### config.mk
export PLATFORM = sky130hd
export DESIGN_NAME = pc_fetch_ctrl
export DESIGN_NICKNAME = d
export VERILOG_FILES = /design/src/rtl/fetch_pkg.sv /design/src/rtl/pc_fetch_ctrl_flopenr.sv /design/src/rtl/pc_fetch_ctrl.sv
export SDC_FILE = /design/constraint.sdc
export NUM_CORES = 1
export LEC_CHECK = 0
export CAP_MARGIN = 20
export CORE_MARGIN = 2
export CORE_UTILIZATION = 40
export DETAILED_ROUTE_END_ITERATION = 8
export GPL_TIMING_DRIVEN = 0
export PLACE_DENSITY_LB_ADDON = 0.25
export SLEW_MARGIN = 10
export SYNTH_ARGS = -nofsm -noshare
export SYNTH_HDL_FRONTEND = slang
export SYNTH_HIERARCHICAL = 1
export SYNTH_SLANG_ARGS = --single-unit
export TNS_END_PERCENT = 5
### constraint.sdc
create_clock -name clk -period 3.1 [get_ports clk]
set_input_delay 0.62 -clock clk [delete_from_list [all_inputs] [get_ports clk]]
set_output_delay 0.62 -clock clk [all_outputs]
set_load 0.02 [all_outputs]
### src/rtl/fetch_pkg.sv
// Shared types and constants for the PC / instruction fetch front end.
package fetch_pkg;

    typedef enum logic [1:0] {
        S_BOOT  = 2'd0,
        S_FETCH = 2'd1,
        S_VALID = 2'd2,
        S_FAULT = 2'd3
    } fetch_state_t;

    localparam int INSTR_W = 32;
    localparam int PC_INC  = 4;

endpackage

### src/rtl/pc_fetch_ctrl_flopenr.sv
// Enable register with asynchronous active-low reset to a fixed value.
module flopenr #(
    parameter int           N       = 8,
    parameter logic [N-1:0] RST_VAL = '0
) (
    input  logic         clk,
    input  logic         rst_n,
    input  logic         en,
    input  logic [N-1:0] d,
    output logic [N-1:0] q
);

    always_ff @(posedge clk or negedge rst_n) begin
        if (!rst_n) begin
            q <= RST_VAL;
        end else if (en) begin
            q <= d;
        end
    end

endmodule

### src/rtl/pc_fetch_ctrl.sv
// PC sequencer and instruction-memory fetch controller for the front end.
// Optional fetch timeout fault enabled by defining FETCH_TIMEOUT_EN.
import fetch_pkg::*;

module pc_fetch_ctrl #(
    parameter int           N        = 64,
    parameter logic [N-1:0] RESET_PC = '0,
    parameter int           MAX_WAIT = 15
) (
    input  logic               clk,
    input  logic               reset,
    output logic               imem_req_o,
    output logic [N-1:0]       imem_addr_o,
    input  logic               imem_ready_i,
    input  logic [INSTR_W-1:0] imem_rdata_i,
    output logic               instr_valid_o,
    output logic [INSTR_W-1:0] instr_o,
    output logic [N-1:0]       pc_o,
    input  logic               stall_i,
    input  logic               br_taken_i,
    input  logic [N-1:0]       br_target_i,
    output logic               fault_o
);

    if (N < 2) begin : g_bad_n
        $error("pc_fetch_ctrl: N must be at least 2");
    end
    if (MAX_WAIT < 1) begin : g_bad_wait
        $error("pc_fetch_ctrl: MAX_WAIT must be at least 1");
    end

    fetch_state_t state;
    fetch_state_t state_next;

    logic [N-1:0] pc;
    logic [N-1:0] pc_next;
    logic         consume;
    logic         misaligned;
    logic         pc_en;
    logic         capture;
    logic         timeout;

    assign consume    = (state == S_VALID) && !stall_i;
    assign misaligned = consume && br_taken_i && (br_target_i[1:0] != 2'b00);
    assign pc_en      = consume && !misaligned;
    assign pc_next    = br_taken_i ? br_target_i : pc + N'(PC_INC);
    assign capture    = (state == S_FETCH) && imem_ready_i;

`ifdef FETCH_TIMEOUT_EN
    localparam int CW = $clog2(MAX_WAIT + 1);

    logic [CW-1:0] wait_cnt;

    // Fires on the MAX_WAIT-th consecutive cycle without ready.
    assign timeout = (state == S_FETCH) && !imem_ready_i
                  && (wait_cnt == CW'(MAX_WAIT - 1));

    always_ff @(posedge clk or negedge reset) begin
        if (!reset) begin
            wait_cnt <= '0;
        end else if ((state == S_FETCH) && !imem_ready_i) begin
            wait_cnt <= wait_cnt + 1'b1;
        end else begin
            wait_cnt <= '0;
        end
    end
`else
    assign timeout = 1'b0;
`endif

    always_comb begin
        state_next = state;
        case (state)
            S_BOOT: state_next = S_FETCH;
            S_FETCH: begin
                if (capture) begin
                    state_next = S_VALID;
                end else if (timeout) begin
                    state_next = S_FAULT;
                end
            end
            S_VALID: begin
                if (misaligned) begin
                    state_next = S_FAULT;
                end else if (consume) begin
                    state_next = S_FETCH;
                end
            end
            S_FAULT: state_next = S_FAULT;
            default: state_next = S_FAULT;
        endcase
    end

    always_ff @(posedge clk or negedge reset) begin
        if (!reset) begin
            state <= S_BOOT;
        end else begin
            state <= state_next;
        end
    end

    flopenr #(
        .N       (N),
        .RST_VAL (RESET_PC)
    ) u_pc (
        .clk   (clk),
        .rst_n (reset),
        .en    (pc_en),
        .d     (pc_next),
        .q     (pc)
    );

    flopenr #(
        .N       (INSTR_W + N),
        .RST_VAL ('0)
    ) u_instr (
        .clk   (clk),
        .rst_n (reset),
        .en    (capture),
        .d     ({imem_rdata_i, pc}),
        .q     ({instr_o, pc_o})
    );

    assign imem_req_o    = (state == S_FETCH);
    assign imem_addr_o   = pc;
    assign instr_valid_o = (state == S_VALID);
    assign fault_o       = (state == S_FAULT);

endmodule

==> impl_metrics.tcl, run 1 <==
set metrics [dict create \
    io_pins 264 \
    power.share.clock_pct 20.2 \
    synth_top_family_by_area "multiplexers" \
    die-area_sq_um 23000 \
    endpoint_kind "flop" \
    utilization_pct 57.2 \
    grt_max_degree 83 \
    path_cells "nand4_1 > or4_1 > or4_1 > buf_2 > and3_1 > or3_1 > mux2_4" \
    yosysUniqueCellTypes 43 \
    clock_sinks 162 \
    vias_per_cell 5.30 \
    critPathMostFrequentCell "or4_1" \
    syn_inst 728 \
    synthXorXnorAreaFrac_pct 3.91 \
    grt-ovfl-total 0 \
    cp_max_fo 8 \
    synth-main-ff-cell "dfrtp_1" \
    syn_to_final_growth_pct 41.4 \
    crit_family "simple AND/OR/NAND/NOR gates" \
    finalPower_w 0.0101 \
    outcome "complete, no violations" \
    worstMarginPinSlew_ns 0.855 \
    start_util_pct 40.4 \
    place.gp.congestion 0.858 \
    synth-edff-count 0 \
    portBuffers 262 \
    drv_cap 0 \
    layout_min_cycle_time_ns 2.95 \
    synth_fp_nets 830 \
    yosys_warnings 6 \
    netlist_area_sq_um 8740 \
    max-vdd-ir-drop_mv 0.381 \
    cts_hold_buf 0 \
    grt_pass1_vias 6904 \
    wl_per_cell_um 19.1 \
    internal-power_w 0.00646 \
    dp_slack_ns -0.126 \
    yosysSeqAreaShare_pct 46.4 \
    slew_viol_final 0 \
    core_sq_um 21600 \
    whs_ns 0.162 \
    yosys.area_share.simple_pct 14.8 \
    via_count 6933 \
    grt_usage_pct 21.7 \
    synth_top_cell_by_area "dfrtp_1" \
    cts_buffers 17 \
    yosys_register_bits 162 \
    synth_compound_area_share_pct 4.67 \
    ys_top_cells_by_area "dfrtp_1, mux2_4, mux2_2, nand2_1, xor2_1" \
    async_reset_ff_share_pct 100 \
    start_kind "flop" \
    grt_pass1_wl_mm 38.3 \
    cts_buffer_depth 2 \
    pwr-share-seq_pct 37.6 \
    p_leak_nw 5.16 \
    power.density_nw_per_um2 819 \
    setup_viol 0 \
    finalCritPeriodShare_pct 95.3 \
    htree_levels 4 \
    ant_nets 0 \
    n_antenna_cell 0 \
    swShare_pct 36.2 \
    cp.required_ns 3.42 \
    fmax_ghz 0.339 \
    synth_mux_area_share_pct 26.0 \
    drtIter0Drc 450 \
    die_y_um 152 \
    die_w_um 152 \
    dr.pass1.iters 5 \
    setup_ws_ns 0.146 \
    ctsRootBufferMaster "clkbuf_16" \
    clkTransAtPathRegs_ns 0.07 \
    cp_slowest_stage_delay_ns 0.60 \
    hold_viol 0 \
    num_rows 54 \
    max_slew_margin_pct 42.5 \
    wirelength_mm 24.9 \
    switching_power_w 0.00366 \
    drc 0 \
    drive_above_1_share_pct 22.6 \
    hp-class "in -> async" \
    worst-path-buf-inv 1 \
    worstSetupPathType "reg -> reg" \
    fillers 1865 \
    cp_slowest_cell "or4_1" \
    yosysTopAreaCellShare_pct 46.4 \
    synth_fa_ha_area_share_pct 0.143 \
    rsz0062_at_grt "true" \
    cts_tree "done" \
    nets 1117 \
    hpwlAfterDp_mm 17.9 \
    avgSynthCellArea_sq_um 12.0 \
    finalClockSkew_ns 0.0137 \
    worstSkewPairLatency_ns 0.43 \
    synth_commonest_cells "dfrtp_1, mux2_4, nand2_1" \
    arrival_ns 3.27 \
    yosysMostFrequentCell "dfrtp_1" \
    pwr-share-comb_pct 42.2 \
    grt_antenna_before_repair 1 \
]
[kinds of logic (layout without fill, tap and decap cells)]
| kind of cell | after synthesis | count (layout) |
|---|---|---|
| buffers and inverters | 41 | 340 |
| AOI/OAI and AO/OA | 67 | 67 |
| adders and majority gates | 1 | 1 |
| xor gates and xnor gates | 39 | 39 |
| DFF | 162 | 162 |
| and+or+nand+nor | 249 | 249 |
| muxes | 169 | 169 |
[routing by layer]
metal	vias up	track usage, %	wire length (um)
li1	3225	-	-
met1	3408	30.3	11200
met2	266	33.0	11300
met3	32	6.29	2080
met4	2	5.79	371
met5	-	0	14
[repair_timing]
| action | in CTS | in global routing |
|---|---|---|
| pin swaps | 2 | 0 |
| setup buffers | 4 | 0 |
| resized for setup | 0 | 4 |
| setup endpoints to repair | 2 | 7 |
[path summary, 6_finish.rpt]
kind	from	endpoint	slack, ns	depth (start not counted)
worst max register to register	u_pc/q[30]$_DFFE_PN0P_	u_pc/q[57]$_DFFE_PN0P_	0.15	7
min in group clk	u_instr/q[45]$_DFFE_PN0P_	u_instr/q[45]$_DFFE_PN0P_	0.50	1
max in group asynchronous	reset	u_pc/q[4]$_DFFE_PN0P_	2.08	2
worst min register to register	u_instr/q[45]$_DFFE_PN0P_	u_instr/q[45]$_DFFE_PN0P_	0.50	1
worst max-delay path	u_pc/q[30]$_DFFE_PN0P_	u_pc/q[57]$_DFFE_PN0P_	0.15	7
worst min-delay path	reset	u_instr/q[60]$_DFFE_PN0P_	0.16	1
[registers in the layout (all words and copies together), names as in the netlist]
register	cells
u_instr/q	96
state	2
u_pc/q	64
[worst reg2reg max path: stages, from the launching register on]
cell,delay (ns)
dfrtp_1,0.47
nand4_1,0.37
or4_1,0.60
or4_1,0.39
buf_2,0.18
and3_1,0.18
or3_1,0.38
mux2_4,0.26
[power groups by stage]
| stage | sequential, W | combinational (W) | clock [W] |
|---|---|---|---|
| finish | 0.00381 | 0.00427 | 0.00204 |
| global route | 0.00397 | 0.00454 | 0.00219 |
| CTS | 0.00381 | 0.00430 | 0.00211 |
| detailed placement | 0.00384 | 0.00428 | 0 |
| global placement | 0.00381 | 0.00424 | 0 |
| floorplan | 0.00458 | 0.00136 | 0 |
[cell type report]
cell class / instances / area, sq um / share of cell area [%]
flip-flops and latches: 162 / 4060 / 32.8
multi-input cells: 525 / 4360 / 35.2
repair buffers: 268 / 2690 / 21.8
clock buffers: 17 / 425 / 3.44
well taps: 280 / 350 / 2.83
inverters: 4 / 15.0 / 0.121
plain buffers: 37 / 335 / 2.71
clock inverters: 14 / 130 / 1.05
[cells in the final DEF (no fill, tap or decap), drive strengths merged, types with 27 or more instances in the layout]
cell type	n
clkdlybuf4s50	261
mux2	166
dfrtp	162
nand2	73
o21ai	42
clkbuf	34
nand3	33
nor2	31
nand4	30
xor2	28
buf	27
[through the flow]
stage | cells | instance area [sq um] | setup TNS, ns
2_1_floorplan | 728 | 8740 | 0
3_3_place_gp | 1270 | 11700 | -911.10
3_5_place_dp | 1272 | 11800 | -0.366
4_1_cts | 1307 | 12300 | 0
5_1_grt | 1307 | 12400 | -0.00530
6_report | 1307 | 12400 | 0
Power figures use the tool's default switching activity.
==> run 2: changes to the inputs <==
Settings changed: SYNTH_HIERARCHICAL 1 to unset.
==> run 2 against run 1 <==
  * Register-to-register slack gained 0.17 ns
  * Synthesized cell count decreased by 1.9%
  * Synthesized area decreased by 11%
  * Largest cell class is now sequential cells
  * Largest power group is now registers
==> impl_metrics.tcl, run 2 <==
set metrics [dict create \
    outcome "complete, no violations" \
    pwr-share-comb_pct 16.3 \
    cp_max_fo 10 \
    met3_length_mm 1.59 \
    slew_viol_final 0 \
    clock_sinks 162 \
    drtIter0Drc 524 \
    num_rows 50 \
    cp.required_ns 3.42 \
    place.gp.congestion 0.871 \
    vias_per_cell 5.46 \
    fmax_ghz 0.334 \
    hold_viol 0 \
    layout_commonest_cell "clkdlybuf4s50_1" \
    arrival_ns 3.31 \
    yosys_warnings 0 \
    design_area_sq_um 11400 \
    pwr-share-seq_pct 43.9 \
    cts_buffers 17 \
    rsz0062_at_grt "false" \
    max-vdd-ir-drop_mv 0.368 \
    endpoint_kind "flop" \
    largest_register_ff_count 96 \
    internal-power_w 0.00396 \
    layout_min_cycle_time_ns 2.99 \
    synth-edff-count 0 \
    finalClockSkew_ns 0.00852 \
    power.share.clock_pct 39.7 \
    dp_slack_ns -0.299 \
    regMostFlops "u_instr.q" \
    worstSetupPathType "in -> reg" \
    reg.largest.list "u_instr.q: 96 flops, u_pc.q: 64 flops, state: 2 flops" \
    hp-class "in -> async" \
    async_reset_ff_share_pct 100 \
    utilization_pct 60.1 \
    die_w_um 143 \
    synth_top_cell_by_area "dfrtp_1" \
    syn_inst 714 \
    ys_top_cells_by_area "dfrtp_1, mux2_2, o22ai_1, a21oi_1, mux2i_1" \
    dr.pass1.iters 5 \
    drive_above_1_share_pct 15.1 \
    yosysMostFrequentCell "dfrtp_1" \
    p_leak_nw 4.86 \
    drc 0 \
    netlist_area_sq_um 7770 \
    avgSynthCellArea_sq_um 10.9 \
    synth_commonest_cells "dfrtp_1, mux2_2, a21oi_1" \
    grt_pass1_wl_mm 37.7 \
    grt_antenna_before_repair 2 \
    die-area_sq_um 20600 \
    ctsRootBufferMaster "clkbuf_16" \
    worstMarginPinSlew_ns 0.806 \
    highest_layer "met4" \
    die_y_um 143 \
    htree_levels 4 \
    yosys_register_bits 162 \
    hpwlAfterDp_mm 17.3 \
    placed_area_sq_um 10800 \
    setup_viol 0 \
    portBuffers 263 \
    yosysTopAreaCellShare_pct 52.2 \
    grt_max_degree 104 \
    core_sq_um 18900 \
    final_cell_mix "clkdlybuf4s50_1, dfrtp_1, mux2_2" \
    start_util_pct 41.1 \
    switching_power_w 0.00140 \
    cts_tree "done" \
    wl_met2_mm 11.7 \
    power.density_nw_per_um2 472 \
    start_kind "input port" \
    synth-main-ff-cell "dfrtp_1" \
    setup_ws_ns 0.108 \
    via_count 6940 \
    synth_fp_nets 816 \
    wirelength_mm 24.1 \
    yosysSeqAreaShare_pct 52.2 \
    grt-ovfl-total 0 \
    swShare_pct 26.2 \
    nets 1099 \
    cts_hold_buf 0 \
    drv_cap 0 \
    grt_usage_pct 23.9 \
    cts_resized 0 \
    finalCritPeriodShare_pct 96.5 \
    syn_to_final_growth_pct 46.2 \
    postCtsSetupBuffers 0 \
    wl_per_cell_um 18.9 \
    io_pins 264 \
    wl_met1_mm 10.3 \
    grt_pass1_vias 6756 \
    yosysUniqueCellTypes 52 \
    worstSkewPairLatency_ns 0.43 \
    max_slew_margin_pct 46.3 \
    cts_buffer_depth 2 \
    ant_nets 0 \
    clkTransAtPathRegs_ns 0.07 \
]
==> run 2: changes by cell type in the layout (fill, tap and decap cells not counted), moves of 14 or more <==
cell,delta
nand2_1,-23
mux2i_1,+18
clkbuf_1,+19
xor2_1,-28
mux2_2,+28
nor4_1,-14
o22ai_1,+47
a21oi_1,+48
mux2_4,-100
==> run 2: cells by family (layout without fill, tap and decap cells) <==
| logic type | after synthesis | after routing | share of synthesized area (%) |
|---|---|---|---|
| flip-flops | 162 | 162 | 52.2 |
| multiplexers | 115 | 115 | 16.3 |
| other | 0 | 2 | 0 |
| adder cells (fa/ha/maj) | 1 | 1 | 0.161 |
| AND/OR/NAND/NOR | 220 | 220 | 16.0 |
| buffers and inverters | 55 | 351 | 2.90 |
| AO/OA/AOI/OAI | 161 | 161 | 12.5 |
==> run 2: stage by stage <==
step / power (W) / instances / TNS (ns) / hold WS (ns)
floorplan: 0.00274 / 714 / 0 / 0.324
global placement: 0.00326 / 1237 / -890.57 / 0.465
detailed placement: 0.00328 / 1238 / -2.98 / 0.478
CTS: 0.00541 / 1270 / 0 / 0.126
global route: 0.00556 / 1271 / 0 / 0.140
finish: 0.00536 / 1272 / 0 / 0.103
==> run 2: routing by layer <==
layer / global-route usage, % / vias up
met5: 0 / -
met4: 8.41 / 0
met3: 4.73 / 31
met2: 39.4 / 270
met1: 31.4 / 3377
li1: - / 3262
==> run 2: layout make-up <==
cell class	count	area, sq um
Antenna cell	2	5.00
Clock buffer	18	439
Sequential cell	162	4050
Clock inverter	14	154
Inverter	6	22.5
Timing Repair Buffer	264	2670
Multi-Input combinational cell	497	3490
Buffer	49	203
Tap cell	260	325
Fill cell	1610	7530
==> run 2: worst paths after layout <==
path / slack, ns / depth (start not counted) / startpoint / end
max: 0.11 / 9 / stall_i / u_pc.q[5]$_DFFE_PN0P_
min: 0.10 / 1 / reset / u_instr.q[89]$_DFFE_PN0P_
max reg2reg: 0.32 / 8 / state[0]$_DFFE_PN0P_ / u_pc.q[5]$_DFFE_PN0P_
min reg2reg: 0.49 / 2 / u_instr.q[58]$_DFFE_PN0P_ / u_instr.q[58]$_DFFE_PN0P_
max in group asynchronous: 2.12 / 2 / reset / u_pc.q[55]$_DFFE_PN0P_
min in group clk: 0.49 / 2 / u_instr.q[58]$_DFFE_PN0P_ / u_instr.q[58]$_DFFE_PN0P_
==> run 2: worst max-delay path, stage by stage <==
cell,delay [ns]
clkdlybuf4s50_1,0.44
nor3b_1,0.39
and2_1,0.19
clkbuf_1,0.41
buf_4,0.30
clkbuf_1,0.63
a21oi_1,0.14
nor2_1,0.13
nor2_1,0.05
==> run 2: power groups by stage <==
stage	Sequential, W	Combinational [W]	Clock [W]
2_1_floorplan	0.00257	0.000167	0
5_1_grt	0.00237	0.000929	0.00226
3_3_place_gp	0.00239	0.000870	0
3_5_place_dp	0.00239	0.000883	0
4_1_cts	0.00236	0.000886	0.00217
6_report	0.00236	0.000876	0.00213
==> run 3: changes to the inputs <==
Settings changed: SYNTH_HIERARCHICAL set to 1.
==> results of run 3 <==
Final layout, timing and power as in run 1 (identical DEF).
